**src/rtl/receiver.sv**
```systemverilog
// Serial frame receiver: preamble hunt, SIGNAL field check, descrambled PSDU delivery.
// Output and Error are registered one edge after the sampled bit; there is no backpressure.
module receiver (
  input  logic Clock,
  input  logic Reset,
  input  logic Input,
  output logic Output,
  output logic Error
);

  typedef enum logic [1:0] {HUNT, SIGNAL, SERVICE, DATA} state_t;

  state_t      state_q, state_d;
  logic [5:0]  hcnt_q, hcnt_d;
  logic        prev_q, prev_d;
  logic [22:0] sig_q, sig_d;
  logic [4:0]  scnt_q, scnt_d;
  logic [11:0] len_q, len_d;
  logic [15:0] dcnt_q, dcnt_d;
  logic [4:0]  m_q, m_d;
  logic [6:0]  scr_q, scr_d;
  logic        out_q, out_d;
  logic        err_q, err_d;

  logic [23:0] sig_w;
  logic        sig_ok;
  logic [15:0] n;
  logic        s_n;
  logic [15:0] psdu_last;
  logic [15:0] tail_min;

  assign sig_w  = {sig_q, Input};
  assign sig_ok = (sig_w[23:20] == 4'b1101) && !sig_w[19] && !(^sig_w[23:6]) &&
                  (sig_w[5:0] == 6'd0) && (sig_w[18:7] != 12'd0);

  // n is the 1-based index of the data bit being sampled on this edge.
  assign n         = dcnt_q + 16'd1;
  assign s_n       = (n <= 16'd7) ? Input : (scr_q[6] ^ scr_q[3]);
  assign psdu_last = {1'b0, len_q, 3'b000} + 16'd16;
  assign tail_min  = {1'b0, len_q, 3'b000} + 16'd22;

  always_ff @(posedge Clock or posedge Reset) begin
    if (Reset) begin
      state_q <= HUNT;
      hcnt_q  <= 6'd0;
      prev_q  <= 1'b0;
      sig_q   <= 23'd0;
      scnt_q  <= 5'd0;
      len_q   <= 12'd0;
      dcnt_q  <= 16'd0;
      m_q     <= 5'd0;
      scr_q   <= 7'd0;
      out_q   <= 1'b0;
      err_q   <= 1'b0;
    end else begin
      state_q <= state_d;
      hcnt_q  <= hcnt_d;
      prev_q  <= prev_d;
      sig_q   <= sig_d;
      scnt_q  <= scnt_d;
      len_q   <= len_d;
      dcnt_q  <= dcnt_d;
      m_q     <= m_d;
      scr_q   <= scr_d;
      out_q   <= out_d;
      err_q   <= err_d;
    end
  end

  always_comb begin
    state_d = state_q;
    hcnt_d  = hcnt_q;
    prev_d  = prev_q;
    sig_d   = sig_q;
    scnt_d  = scnt_q;
    len_d   = len_q;
    dcnt_d  = dcnt_q;
    m_d     = m_q;
    scr_d   = scr_q;
    out_d   = 1'b0;
    err_d   = err_q;
    case (state_q)
      HUNT: begin
        prev_d = Input;
        if (hcnt_q == 6'd0) begin
          hcnt_d = 6'd1;
        end else if (Input != prev_q) begin
          hcnt_d = (hcnt_q >= 6'd32) ? hcnt_q : hcnt_q + 6'd1;
        end else if (hcnt_q < 6'd32) begin
          hcnt_d = 6'd1;
        end else begin
          // The repeated bit and its predecessor are SIGNAL bits 2 and 1.
          state_d = SIGNAL;
          sig_d   = {21'd0, prev_q, Input};
          scnt_d  = 5'd2;
          hcnt_d  = 6'd0;
        end
      end
      SIGNAL: begin
        sig_d  = sig_w[22:0];
        scnt_d = scnt_q + 5'd1;
        if (scnt_q == 5'd23) begin
          if (sig_ok) begin
            state_d = SERVICE;
            len_d   = sig_w[18:7];
            dcnt_d  = 16'd0;
            m_d     = 5'd0;
            scr_d   = 7'd0;
          end else begin
            state_d = HUNT;
            err_d   = 1'b1;
            hcnt_d  = 6'd0;
          end
        end
      end
      SERVICE, DATA: begin
        dcnt_d = n;
        scr_d  = {scr_q[5:0], s_n};
        m_d    = (m_q == 5'd23) ? 5'd0 : m_q + 5'd1;
        if (state_q == DATA && n <= psdu_last) out_d = Input ^ s_n;
        if (state_q == SERVICE && n == 16'd16) state_d = DATA;
        // Field ends on the first 24-bit boundary that covers SERVICE, PSDU and tail.
        if (m_q == 5'd23 && n >= tail_min) begin
          state_d = HUNT;
          hcnt_d  = 6'd0;
        end
      end
      default: state_d = HUNT;
    endcase
  end

  assign Output = out_q;
  assign Error  = err_q;

endmodule

```
**config.mk**
```make
export PLATFORM = sky130hd
export DESIGN_NAME = receiver
export DESIGN_NICKNAME = d
export VERILOG_FILES = /design/src/rtl/receiver.sv
export SDC_FILE = /design/constraint.sdc
export NUM_CORES = 1
export LEC_CHECK = 0
export BUFFER_PORTS_ARGS = -buffer_cell sky130_fd_sc_hd__buf_2
export CAP_MARGIN = 20
export CORE_MARGIN = 10
export CORE_UTILIZATION = 35
export CTS_BUF_LIST = sky130_fd_sc_hd__clkbuf_2
export DETAILED_ROUTE_END_ITERATION = 6
export PLACE_DENSITY_LB_ADDON = 0.05
export SYNTH_ARGS = -nofsm -noshare
export SYNTH_HDL_FRONTEND = slang
export SYNTH_SLANG_ARGS = --single-unit
```
**constraint.sdc**
```tcl
create_clock -name Clock -period 2.9 [get_ports Clock]
set_clock_uncertainty 0.05 [all_clocks]
set_input_delay 0.145 -clock Clock [delete_from_list [all_inputs] [get_ports Clock]]
set_output_delay 0.145 -clock Clock [all_outputs]
set_load 0.03 [all_outputs]
```
; Word-level counts from Yosys, hierarchy flattened
; Cells that the tools add are included.
[totals]
latchBits = 0
wordCells = 102
mem_bits_ro = 0
input_bits = 3
ram_bits = 0
reg_bits = 79
memories = 0
output_inout_bits = 2
[op_classes]
add_sub_neg = 6
mul = 0
bitwise = 3
n_shift = 0
div = 0
magnitude_cmp = 5
eq_ne = 17
muxes = 37
reduce_logical = 23
[op_table]
columns = op, count
row1 = two-way mux 23 bit, 3
row2 = one-hot mux 23 bit (2 select lines), 1
row3 = two-way mux 6 bit, 6
row4 = "adder 15 x 5 -> 16 bit, second input constant", 2
row5 = two-way mux 16 bit, 2
row6 = one-hot mux 16 bit (2 select lines), 1
row7 = two-way mux 5 bit, 6
row8 = one-hot mux 5 bit (2 select lines), 2
row9 = one-hot mux 6 bit (3 select lines), 1
row10 = parity 18 bit, 1
row11 = "adder 16 x 1 -> 16 bit, second input constant", 1
row12 = "== test 16 x 5 -> 1 bit, second input constant", 1
row13 = >= comparator 16 bit, 1
row14 = less-or-equal comparator 16 bit, 1
row15 = "less-or-equal comparator 16 x 3 -> 1 bit, second input constant", 1
row16 = two-way mux 2 bit, 7
row17 = two-way mux 7 bit, 2
row18 = "!= test 2 bit, second input constant", 7
row19 = one-hot mux 7 bit (2 select lines), 1
row20 = logical NOT 6 bit, 2
row21 = nonzero test 12 bit, 1
row22 = "adder 5 x 1 -> 5 bit, second input constant", 2
row23 = "== test 5 bit, second input constant", 2
row24 = AND reduction 3 bit, 3
row25 = other kinds (20), 34

; Depth between registers and ports, before layout
[logic_depth]
word_depth = 8
depth_mapped = 15
mapped_depth_nobuf = 13

; Worst setup path after synthesis
; OpenSTA, ideal clock, no wires.
[synth_timing]
kind = register -> register
start = register dcnt_q[5]
end = register hcnt_q[4]
setup_slack_ns = -0.057
setup_time_ns = 0.122
path_stages_with_launch = 14
required_time_ns = 2.728
period_less_slack_ns = 2.957
arrival_time_ns = 2.785
path_buffers = 2
path_cell_list = dfrtp_1 -> buf_4 -> nand4_1 -> nor4_4 -> nand4_2 -> xnor2_1 -> ha_1 -> nand3_1 -> o41a_1 -> o311ai_1 -> and2_1 -> buf_2 -> nand3_1 -> o2bb2ai_1
[synth_between]
elab_chain_cells = 5
[synth_lines]
columns = element, line
row1 = "start, declared", 19  ; logic [15:0] dcnt_q, dcnt_d;
row2 = "start signal, assigned", 62  ; dcnt_q <= dcnt_d;
row3 = adder 16 x 1 -> 16 bit, 37  ; assign n = dcnt_q + 16'd1;
row4 = >= comparator 16 bit, 123  ; if (m_q == 5'd23 && n >= tail_min) begin
row5 = logical AND 1 bit, 123
row6 = != test 2 bit (no source line), n/a
row7 = AND reduction 4 bit (no source line), n/a
row8 = "end signal, assigned", 57  ; hcnt_q <= hcnt_d;
row9 = "end, declared", 14  ; logic [5:0] hcnt_q, hcnt_d;
; No other way between the ends.
; A chain may end at the register's enable or synchronous reset.

; Worst setup path after layout
[layout_timing]
start = register dcnt_q[0]
end = register hcnt_q[1]
; Same word-level chain as after synthesis.

==> flow_summary.json <==
{
  "clockBufferDepth": 2,
  "n_antenna_cell": 0,
  "drt_pass1_iterations": 4,
  "die_w_um": 132.1,
  "tightest_slew_ns": 0.6261,
  "drtIter0Drc": 194,
  "synth-xor-area-share_pct": 9.158,
  "fin_crit_sh_pct": 104.2,
  "violations": "setup timing",
  "grt_max_degree": 34,
  "routed_wl_mm": 10.26,
  "cp-end-kind": "flip-flop",
  "outcome": "complete, but fails checks",
  "hold_viol_final": 0,
  "synth-main-ff-cell": "dfrtp_1",
  "seq_area_frac_synth_pct": 44.94,
  "cts_tree": "built",
  "synth_area_leaders": "dfrtp_1 (45%), a22o_1 (8.6%), ha_1 (6.3%), xnor2_1 (6.0%), xor2_1 (3.2%)",
  "min_period_ns": 3.023,
  "io_pins": 5,
  "coreArea_um2": 12160,
  "finalMaxSlewViolations": 0,
  "ys_warn_count": 0,
  "route.detailed.drc": 0,
  "synth_top_family_by_area": "compound AO/OA/AOI/OAI gates",
  "dpl.hpwl_mm": 7.127,
  "synth_edf_count": 0,
  "final_nets": 495,
  "critPathKind": "flip-flop to flip-flop",
  "finalWorstSetupSlack_ns": -0.1231,
  "p_leak_nw": 2.421,
  "fin_total_pwr_mw": 1.968,
  "syn_avg_cell_area_um2": 10.55,
  "clk_pin_slew_ns": 0.23,
  "synth_nets": 442,
  "wl_per_cell_um": 15.96,
  "max-cap-violations": 0,
  "layout_common_cells": "dfrtp_1 (77), buf_4 (54), a22o_1 (43), nand2_1 (29), xnor2_1 (27)",
  "maxSlewHeadroom_pct": 57.96,
  "synthAdderAreaFrac_pct": 6.257,
  "yosys.area.top_type_share_pct": 44.94,
  "gp_congestion": 0.7512,
  "track_usage_pct": 12.26,
  "vias": 3328,
  "p_per_area_nw_per_um2": 371.3,
  "vias_per_cell": 5.176,
  "synth_top_cell_by_area": "dfrtp_1",
  "syn_area_um2": 4399,
  "ir_drop_v": 0.0002895,
  "rsz0062_at_grt": "true",
  "dp.cells": 613,
  "mostFrequentLayoutCell": "dfrtp_1",
  "synth_compound_area_share_pct": 17.38,
  "grt_pass1_vias": 3368,
  "cts-root-buf": "clkbuf_2",
  "async_reset_ff_share_pct": 100.0,
  "grt_first_pass_wirelength_mm": 17.50,
  "initial_core_util_pct": 36.17,
  "critPathLaunchType": "flip-flop",
  "fillers": 1192,
  "crit_start": "dcnt_q[0]",
  "antenna_found_initial": 0,
  "final_cells": 643,
  "io_buffers": 4,
  "rr_startpoint": "dcnt_q[0]",
  "cp.required_ns": 3.37,
  "cp.arrival_ns": 3.49,
  "std_cell_rows": 40,
  "die_area_um2": 17450,
  "ff2ff_setup_slack_ns": -0.12,
  "r2r_end": "hcnt_q[1]",
  "whs_ns": 0.07057,
  "cts.sinks": 79,
  "fmax_ghz": 0.3308,
  "synth-seq-cells": 79,
  "syn_inst": 417,
  "yosys.area_share.simple_pct": 14.70,
  "hp-class": "input port to asynchronous set/reset pin",
  "synth.distinct_cells": 50,
  "cts_made_buffers": 9,
  "worstRegToRegCells": 13,
  "finalSetupViolations": 7,
  "ant_nets": 0,
  "muxShareOfSynthArea_pct": 4.238,
  "die_h_um": 132.1,
  "insertion_delay_ns": 0.58,
  "drive_gt1_share_pct": 25.26,
  "htree_num_levels": 3,
  "crit_fanout": 7,
  "area_delta_synth_final_pct": 20.48,
  "overflow": 0
}
-- power by group --
| group | internal (mW) | leakage, nW | switching, mW |
|---|---|---|---|
| Clock | 0.286 | 0.0823 | 0.419 |
| Sequential | 1.12 | 1.02 | 0.0191 |
| Combinational | 0.0472 | 1.32 | 0.0738 |
| Total | 1.46 | 2.42 | 0.512 |
-- worst max-delay path by stage --
stage / to / slack (ns)
2_1_floorplan: hcnt_q[2] / 0.001
3_3_place_gp: hcnt_q[4] / -0.26
3_5_place_dp: hcnt_q[1] / -0.29
4_1_cts: hcnt_q[1] / -0.09
5_1_grt: hcnt_q[1] / -0.34
6_report: hcnt_q[1] / -0.12
-- kinds of logic after synthesis --
kind of cell | count (synthesis)
compound gates | 102
mux | 17
xor+xnor | 46
flops | 79
simple gates | 116
buf+inv | 35
fa+ha+maj | 22
-- routing by layer --
metal / track usage [%] / share of wire, % / vias to the layer above
li1: - / - / 1642
met3: 3.582 / 3.7 / 13
met1: 16.08 / 48 / 1635
met4: 3.337 / 1.2 / 0
met2: 19.14 / 47 / 38
met5: 0 / 0 / -
-- timing repair --
action,CTS,global route
pin swaps,29,9
setup buffers,11,2
gates resized for setup,34,2
hold endpoints to repair,41,0
endpoints found under the setup margin,9,18
hold buffers,2,0
-- worst max-delay path: stages (launching register included) --
cell and delay, ns:
dfrtp_2 0.46, buf_6 0.11, nand4_4 0.09, buf_6 0.15, nor4_4 0.32, nand4_2 0.15
xnor2_1 0.16, ha_1 0.32, nand3_2 0.08, o41a_1 0.44, o311ai_2 0.10, and2_4 0.24
nand3_4 0.11, mux2i_1 0.19
-- per-stage QoR --
| stage | util [%] | setup WS [ns] | instance area [um2] | TNS (ns) |
|---|---|---|---|---|
| 2_1_floorplan | - | 0.001380 | 4424 | 0 |
| 3_3_place_gp | 40.19 | -0.2561 | 4887 | -1.711 |
| 3_5_place_dp | 40.19 | -0.2869 | 4887 | -1.939 |
| 4_1_cts | 43.40 | -0.09169 | 5278 | -0.3830 |
| 5_1_grt | 43.58 | -0.3434 | 5300 | -2.401 |
| 6_report | 43.58 | -0.1231 | 5300 | -0.6458 |
-- area by class of cell --
| class | count | area (um2) | area share [%] |
|---|---|---|---|
| flip-flops and latches | 79 | 1979 | 37.35 |
| repair buffers | 62 | 467.9 | 8.829 |
| inverters | 15 | 57.56 | 1.086 |
| well taps | 168 | 210.2 | 3.966 |
| clock buffers | 9 | 45.04 | 0.8499 |
| multi-input cells | 303 | 2445 | 46.13 |
| clock inverters | 7 | 95.09 | 1.794 |
-- sequential cells by signal, summed over array words and instances (netlist names) --
signal   flops
scr_q        7
Output       1
Error        1
dcnt_q      16
len_q       12
prev_q       1
hcnt_q       6
sig_q       23
scnt_q       5
state_q      2
m_q          5
-- synthesized netlist by cell type (8+ instances only) --
cell type,number
xor2_1,16
clkbuf_1,12
nand2_1,30
nand3_1,19
a22o_1,43
nor4_1,8
nor2_1,14
a21oi_1,12
ha_1,22
nor3_1,8
xnor2_1,30
inv_1,14
dfrtp_1,79
o21ai_0,17
(Power assumes the default switching activity.)
